--- src/rtl/cashier_pkg.sv ---
`default_nettype none
// ============================================================================
//  Module  : cashier_pkg
//  Purpose : Shared types, coin encodings and helpers for the coin cashier.
//  Rev     : 1.0  initial release
// ============================================================================
package cashier_pkg;

    typedef enum logic [1:0] {
        ST_IDLE    = 2'd0,
        ST_COLLECT = 2'd1,
        ST_LOAD    = 2'd2,
        ST_REFUND  = 2'd3
    } state_e;

    localparam logic [1:0] c_coin_1   = 2'b00;
    localparam logic [1:0] c_coin_5   = 2'b01;
    localparam logic [1:0] c_coin_10  = 2'b10;
    localparam logic [1:0] c_coin_bad = 2'b11;

    localparam logic [9:0] c_sat_max  = 10'd1023;

    function automatic logic [9:0] coin_value(input logic [1:0] coin_type);
        logic [9:0] v;
        v = 10'd0;
        case (coin_type)
            c_coin_1:  v = 10'd1;
            c_coin_5:  v = 10'd5;
            c_coin_10: v = 10'd10;
            default:   v = 10'd0;
        endcase
        return v;
    endfunction

endpackage
`default_nettype wire

--- src/rtl/coin_cashier_if.sv ---
`default_nettype none
// ============================================================================
//  Module  : coin_cashier_if
//  Purpose : Player/coin side and game_count side signals of the cashier.
//  Rev     : 1.0  initial release
// ============================================================================
interface coin_cashier_if;
    logic       coin_valid;
    logic [1:0] coin_type;
    logic       confirm;
    logic       cancel;
    logic [9:0] remain;
    logic [9:0] money;
    logic       set;
    logic [9:0] credit;
    logic       coin_reject;
    logic       refund_valid;
    logic [9:0] refund_amt;

    modport master (
        output coin_valid, coin_type, confirm, cancel, remain,
        input  money, set, credit, coin_reject, refund_valid, refund_amt
    );

    modport slave (
        input  coin_valid, coin_type, confirm, cancel, remain,
        output money, set, credit, coin_reject, refund_valid, refund_amt
    );
endinterface
`default_nettype wire

--- src/rtl/coin_cashier_idle_timer.sv ---
`default_nettype none
// ============================================================================
//  Module  : idle_timer
//  Purpose : Counts enabled cycles since the last clear; flags the cycle that
//            completes TIMEOUT_CYC of them.
//  Rev     : 1.0  initial release
// ============================================================================
module idle_timer #(
    parameter int TIMEOUT_CYC = 500
) (
    input  wire logic clk,
    input  wire logic rst_n,
    input  wire logic clr,
    input  wire logic en,
    output logic      expired
);
    localparam int c_w = $clog2(TIMEOUT_CYC + 1);

    logic [c_w-1:0] r_cnt;

    // expired marks the edge that would complete the final idle cycle
    assign expired = en && !clr && (r_cnt == c_w'(TIMEOUT_CYC - 1));

    always_ff @(posedge clk or negedge rst_n) begin
        if (!rst_n) begin
            r_cnt <= '0;
        end else if (clr) begin
            r_cnt <= '0;
        end else if (en && !expired) begin
            r_cnt <= r_cnt + 1'b1;
        end
    end
endmodule
`default_nettype wire

--- src/rtl/coin_cashier.sv ---
`default_nettype none
// ============================================================================
//  Module  : coin_cashier
//  Purpose : Coin collection, buy/cancel/timeout handling and saturating load
//            of credit into the downstream game_count stage.
//  Rev     : 1.0  initial release
// ============================================================================
module coin_cashier
    import cashier_pkg::*;
#(
    parameter int MAX_CREDIT  = 999,
    parameter int MIN_BUY     = 5,
    parameter int TIMEOUT_CYC = 500
) (
    input  wire logic      clk,
    input  wire logic      rst_n,
    coin_cashier_if.slave  bus
);
    localparam logic [1:0] c_st_idle    = ST_IDLE;
    localparam logic [1:0] c_st_collect = ST_COLLECT;
    localparam logic [1:0] c_st_load    = ST_LOAD;
    localparam logic [1:0] c_st_refund  = ST_REFUND;

    logic [1:0]  r_state;
    logic [9:0]  r_credit;
    logic [9:0]  r_money;
    logic        r_set;
    logic        r_coin_reject;
    logic        r_refund_valid;
    logic [9:0]  r_refund_amt;

    logic [9:0]  w_coin_val;
    logic        w_coin_ok;
    logic [10:0] w_sum_credit;
    logic        w_fits;
    logic        w_in_collect;
    logic        w_cancel;
    logic        w_buy;
    logic        w_accept;
    logic [10:0] w_load_sum;
    logic        w_over;
    logic [9:0]  w_excess;
    logic        w_timer_clr;
    logic        w_expired;

    assign w_coin_val   = coin_value(bus.coin_type);
    assign w_coin_ok    = bus.coin_valid && (bus.coin_type != c_coin_bad);
    assign w_sum_credit = {1'b0, r_credit} + {1'b0, w_coin_val};
    assign w_fits       = (w_sum_credit <= 11'(MAX_CREDIT));
    assign w_in_collect = (r_state == c_st_collect);
    assign w_cancel     = w_in_collect && bus.cancel;
    assign w_buy        = w_in_collect && !bus.cancel && bus.confirm
                          && (r_credit >= 10'(MIN_BUY));
    assign w_accept     = w_coin_ok && ((r_state == c_st_idle)
                          || (w_in_collect && !w_cancel && !w_buy && w_fits));

    assign w_load_sum   = {1'b0, bus.remain} + {1'b0, r_credit};
    assign w_over       = (w_load_sum > {1'b0, c_sat_max});
    // Overflowed sums lie in 1024..2022, so the low 10 bits minus 1023 is the exact excess
    assign w_excess     = w_load_sum[9:0] - c_sat_max;

    assign w_timer_clr  = !w_in_collect || w_accept;

    idle_timer #(
        .TIMEOUT_CYC (TIMEOUT_CYC)
    ) u_idle_timer (
        .clk     (clk),
        .rst_n   (rst_n),
        .clr     (w_timer_clr),
        .en      (w_in_collect),
        .expired (w_expired)
    );

    always_ff @(posedge clk or negedge rst_n) begin
        if (!rst_n) begin
            r_state        <= c_st_idle;
            r_credit       <= '0;
            r_money        <= '0;
            r_set          <= 1'b0;
            r_coin_reject  <= 1'b0;
            r_refund_valid <= 1'b0;
            r_refund_amt   <= '0;
        end else begin
            r_set          <= 1'b0;
            r_refund_valid <= 1'b0;
            r_refund_amt   <= '0;
            r_coin_reject  <= bus.coin_valid && !w_accept;

            case (r_state)
                c_st_idle: begin
                    if (w_accept) begin
                        r_credit <= w_coin_val;
                        r_state  <= c_st_collect;
                    end
                end
                c_st_collect: begin
                    if (w_cancel || (!w_buy && w_expired)) begin
                        r_state        <= c_st_refund;
                        r_refund_valid <= 1'b1;
                        r_refund_amt   <= r_credit;
                    end else if (w_buy) begin
                        r_state        <= c_st_load;
                        r_set          <= 1'b1;
                        r_money        <= w_over ? c_sat_max : w_load_sum[9:0];
                        r_refund_valid <= w_over;
                        r_refund_amt   <= w_over ? w_excess : 10'd0;
                    end else if (w_accept) begin
                        r_credit <= w_sum_credit[9:0];
                    end
                end
                c_st_load, c_st_refund: begin
                    r_credit <= '0;
                    r_state  <= c_st_idle;
                end
                default: begin
                    r_credit <= '0;
                    r_state  <= c_st_idle;
                end
            endcase
        end
    end

    assign bus.money        = r_money;
    assign bus.set          = r_set;
    assign bus.credit       = r_credit;
    assign bus.coin_reject  = r_coin_reject;
    assign bus.refund_valid = r_refund_valid;
    assign bus.refund_amt   = r_refund_amt;
endmodule
`default_nettype wire
--- src/flat_wrapper.sv ---
// flat-port wrapper written by rule: the top's interface ports become plain ports
module coin_cashier_flat import cashier_pkg::*;
#(
    parameter int MAX_CREDIT  = 999,
    parameter int MIN_BUY     = 5,
    parameter int TIMEOUT_CYC = 500
)
  (clk, rst_n, bus_coin_valid, bus_coin_type, bus_confirm, bus_cancel, bus_remain, bus_money, bus_set, bus_credit, bus_coin_reject, bus_refund_valid, bus_refund_amt);
  coin_cashier_if bus_i ();
  input  wire logic clk;
  input  wire logic rst_n;
  input wire logic [$bits(bus_i.coin_valid)-1:0] bus_coin_valid;
  input wire logic [$bits(bus_i.coin_type)-1:0] bus_coin_type;
  input wire logic [$bits(bus_i.confirm)-1:0] bus_confirm;
  input wire logic [$bits(bus_i.cancel)-1:0] bus_cancel;
  input wire logic [$bits(bus_i.remain)-1:0] bus_remain;
  output wire logic [$bits(bus_i.money)-1:0] bus_money;
  output wire logic [$bits(bus_i.set)-1:0] bus_set;
  output wire logic [$bits(bus_i.credit)-1:0] bus_credit;
  output wire logic [$bits(bus_i.coin_reject)-1:0] bus_coin_reject;
  output wire logic [$bits(bus_i.refund_valid)-1:0] bus_refund_valid;
  output wire logic [$bits(bus_i.refund_amt)-1:0] bus_refund_amt;
  assign bus_i.coin_valid = bus_coin_valid;
  assign bus_i.coin_type = bus_coin_type;
  assign bus_i.confirm = bus_confirm;
  assign bus_i.cancel = bus_cancel;
  assign bus_i.remain = bus_remain;
  assign bus_money = bus_i.money;
  assign bus_set = bus_i.set;
  assign bus_credit = bus_i.credit;
  assign bus_coin_reject = bus_i.coin_reject;
  assign bus_refund_valid = bus_i.refund_valid;
  assign bus_refund_amt = bus_i.refund_amt;
  coin_cashier #(.MAX_CREDIT(MAX_CREDIT), .MIN_BUY(MIN_BUY), .TIMEOUT_CYC(TIMEOUT_CYC)) u_core (.clk(clk), .rst_n(rst_n), .bus(bus_i));
endmodule
--- config.mk ---
export PLATFORM = sky130hd
export DESIGN_NAME = coin_cashier_flat
export DESIGN_NICKNAME = d
export VERILOG_FILES = /design/src/rtl/cashier_pkg.sv /design/src/rtl/coin_cashier_if.sv /design/src/rtl/coin_cashier_idle_timer.sv /design/src/rtl/coin_cashier.sv /design/src/flat_wrapper.sv
export SDC_FILE = /design/constraint.sdc
export NUM_CORES = 1
export LEC_CHECK = 0
export BUFFER_PORTS_ARGS = -buffer_cell sky130_fd_sc_hd__buf_2
export CAP_MARGIN = 20
export CORE_ASPECT_RATIO = 1.2
export CORE_MARGIN = 4
export CORE_UTILIZATION = 40
export DETAILED_ROUTE_END_ITERATION = 6
export PLACE_DENSITY = 0.68
export SYNTH_ARGS = -nofsm -noshare
export SYNTH_HDL_FRONTEND = slang
export SYNTH_SLANG_ARGS = --single-unit
--- constraint.sdc ---
create_clock -name clk -period 2.7 [get_ports clk]
set_input_delay 0.27 -clock clk [delete_from_list [all_inputs] [get_ports clk]]
set_output_delay 0.27 -clock clk [all_outputs]
set_load 0.01 [all_outputs]
==> flow_summary.toml <==
[floorplanning]
chipHeight_um = 105.8
dieArea_um2 = 9475
chipWidth_um = 89.53
coreArea_um2 = 7707
rows = 35
io_pins = 50
start_util = 0.4140

[drt]
routed_wirelength_um = 8134
vias_per_cell = 5.682
drc = 0
vias = 2875
drtIter0Drc = 114
ant_nets = 0
dr.pass1.iters = 4
routedWlPerCell_um = 16.08

[global_route]
track_usage = 0.1727
first_global_vias = 2850
globalRouteMet2Util = 0.2982
grt_max_degree = 45
grt_busiest_layer = "met2"
use_met1 = 0.2067
gr-usage-met3 = 0.02424
overflow = 0
grt_antenna_before_repair = 0
grt_pass1_wl_um = 12970

[cells_and_area]
utilization = 0.5174
final_cells = 506
final_cell_mix = "buf_2 (49), buf_4 (44), dfrtp_1 (42)"
final_common_cell = "buf_2"
nets = 446
syn_to_final_growth_pct = 24.98
drive_above_1_share = 0.3671
diodes = 0

[flow_run]
max-cap-violations = 0

[timing]
period_share = 0.9797
finClkSkew_ps = 9.812
slew_headroom = 0.3542
period_minus_slack_ps = 2645
setup_viol = 0
rsz0062_at_grt = "true"
drv_slew = 0
max_freq_mhz = 378.0
hold_violations = 0
tightest_slew_ps = 968.8

[pwr]
switching_power_mw = 1.425
pwr-share-seq = 0.287
p_leak_nw = 1.784
internal_power_mw = 1.887
combPwrFrac = 0.591
p_clk_frac = 0.122
swShare = 0.4302
p_per_area_nw_per_um2 = 830.6
ir_worst_vdd_mv = 0.4057

[synthesis]
yosysUniqueCellTypes = 73
syn-num-nets = 364
synth_area_um2 = 3191
ys.flop_type = "dfrtp_1"
ys_seq_area_frac = 0.3451
ys_warn_count = 0
synthCells = 331
ys_seq_elements = 44
avgSynthCellArea_um2 = 9.639
async_flop_share = 1.000
synth_edf_count = 0

[worst_setup_path]
crit_path_end_kind = "register"
crit_required_ps = 2940
cp.arrival_ps = 2880
cp_max_fo = 18
path_class = "register to register"
critPathLaunchType = "register"

[cts]
root_buffer = "clkbuf_8"
cts_num_sinks = 44
insertion_delay_ps = 300
hold_buffers = 0
cts_buffers = 5
htreeDepth = 2
path_clk_slew_ps = 90
cts_tree = "built"
cts_buffer_depth = 2

[placed_design]
dpl.hpwl_um = 6214
port_buffers = 49
place_congestion = 0.8308
placed_cells = 497

[status]
status = "finished clean"

[worst_hold_path]
hp-class = "input pin to async pin"
==> worst max-delay path, cell delays in order (launching register included) <==
cell and delay, ps:
dfrtp_2 480, ha_1 330, buf_4 160, nand3_1 100
o211ai_1 140, or4_1 430, o21a_1 150, xnor2_2 160
o31ai_4 280, buf_12 180, a32o_1 170
==> what timing repair did <==
action,CTS,global route
gates resized for setup,3,18
pin swaps,0,8
cloned,0,0
setup buffers,0,1
endpoints found under the setup margin,11,39
==> Yosys cell counts, types with 3 or more instances <==
cell type	n	area (µm²)
a211oi_1	3	22.52
a21o_1	3	22.52
a21oi_1	19	95.09
a31oi_1	4	25.02
a32o_1	10	100.1
and2_1	5	31.28
and3_1	6	37.54
buf_6	4	45.04
clkbuf_1	5	18.77
clkbuf_8	6	82.58
dfrtp_1	44	1101
ha_1	15	187.7
inv_1	12	45.04
nand2_1	22	82.58
nand2b_1	4	25.02
nand3_1	16	80.08
nand3b_1	3	22.52
nor2_1	17	63.81
nor2b_1	4	25.02
nor3_1	16	80.08
o21a_1	10	75.07
o21ai_0	8	40.04
o22a_1	8	70.07
o22ai_1	4	25.02
o31ai_1	3	22.52
o31ai_2	3	37.54
or3_1	3	18.77
xnor2_1	12	105.1
xor2_1	11	96.34
==> stage by stage <==
step	TNS (ps)	hold WS, ps	total power [mW]	cell area [µm²]	setup slack [ps]
after global routing	-133.2	201.6	3.576	3988	-19.51
final	0	130.0	3.312	3988	54.70
after CTS	0	152.0	3.260	3906	40.05
after global placement	-218.5	478.8	2.800	3804	-20.49
after floorplan	0	-25.59	2.214	3256	5.068
after detailed placement	-1586	474.9	2.842	3804	-104.5
==> power groups by stage <==
stage	Combinational (mW)	Clock, mW	Sequential, mW
after global placement	1.84	0	0.956
final	1.96	0.404	0.952
after CTS	1.90	0.416	0.950
after global routing	2.15	0.449	0.973
after detailed placement	1.88	0	0.963
after floorplan	1.22	0	0.990
==> flip-flops by register name (all words and copies together), names as in the netlist <==
name	cells
u_core.r_state	2
u_core.bus.money	10
u_core.bus.refund_amt	10
u_core.u_idle_timer.r_cnt	9
u_core.bus.credit	10
u_core.bus.coin_reject	1
u_core.bus.refund_valid	1
u_core.bus.set	1
==> layer usage <==
metal / up-vias / wire, µm
li1: 1396 / -
met1: 1378 / 3422
met2: 77 / 4058
met3: 24 / 364
met4: 0 / 289
met5: - / 0
==> kinds of logic (layout without fill, tap and decap cells) <==
kind of cell | Yosys count | after routing | share of synthesized area
mux | 3 | 3 | 0.009804
buf+inv | 32 | 115 | 0.06941
simple gates | 113 | 113 | 0.1988
flops | 44 | 44 | 0.3451
compound gates | 98 | 98 | 0.2400
fa+ha+maj | 17 | 17 | 0.06863
xor+xnor | 24 | 24 | 0.06824
==> path summary, 6_finish.rpt <==
kind / startpoint / endpoint / slack (ps) / cells after the start
worst max-delay path: u_core.bus.credit[2] / u_core.bus.refund_amt[1] / 50 / 10
worst min-delay path: rst_n / u_core.bus.money[9] / 130 / 1
worst max register to register: u_core.bus.credit[2] / u_core.bus.refund_amt[1] / 50 / 10
worst min register to register: u_core.bus.money[6] / u_core.bus.money[6] / 500 / 1
max in group asynchronous: rst_n / u_core.bus.credit[0] / 1910 / 1
min in group clk: bus_coin_valid / u_core.bus.coin_reject / 230 / 2
==> final cells by class <==
cell class,instances,area [µm²]
Multi-Input combinational cell,255,2023
Fill cell,716,3720
Tap cell,92,115.1
Timing Repair Buffer,95,615.6
Sequential cell,44,1104
Clock buffer,6,72.57
Clock inverter,2,12.51
Inverter,12,45.04
(Power assumes the default switching activity.)
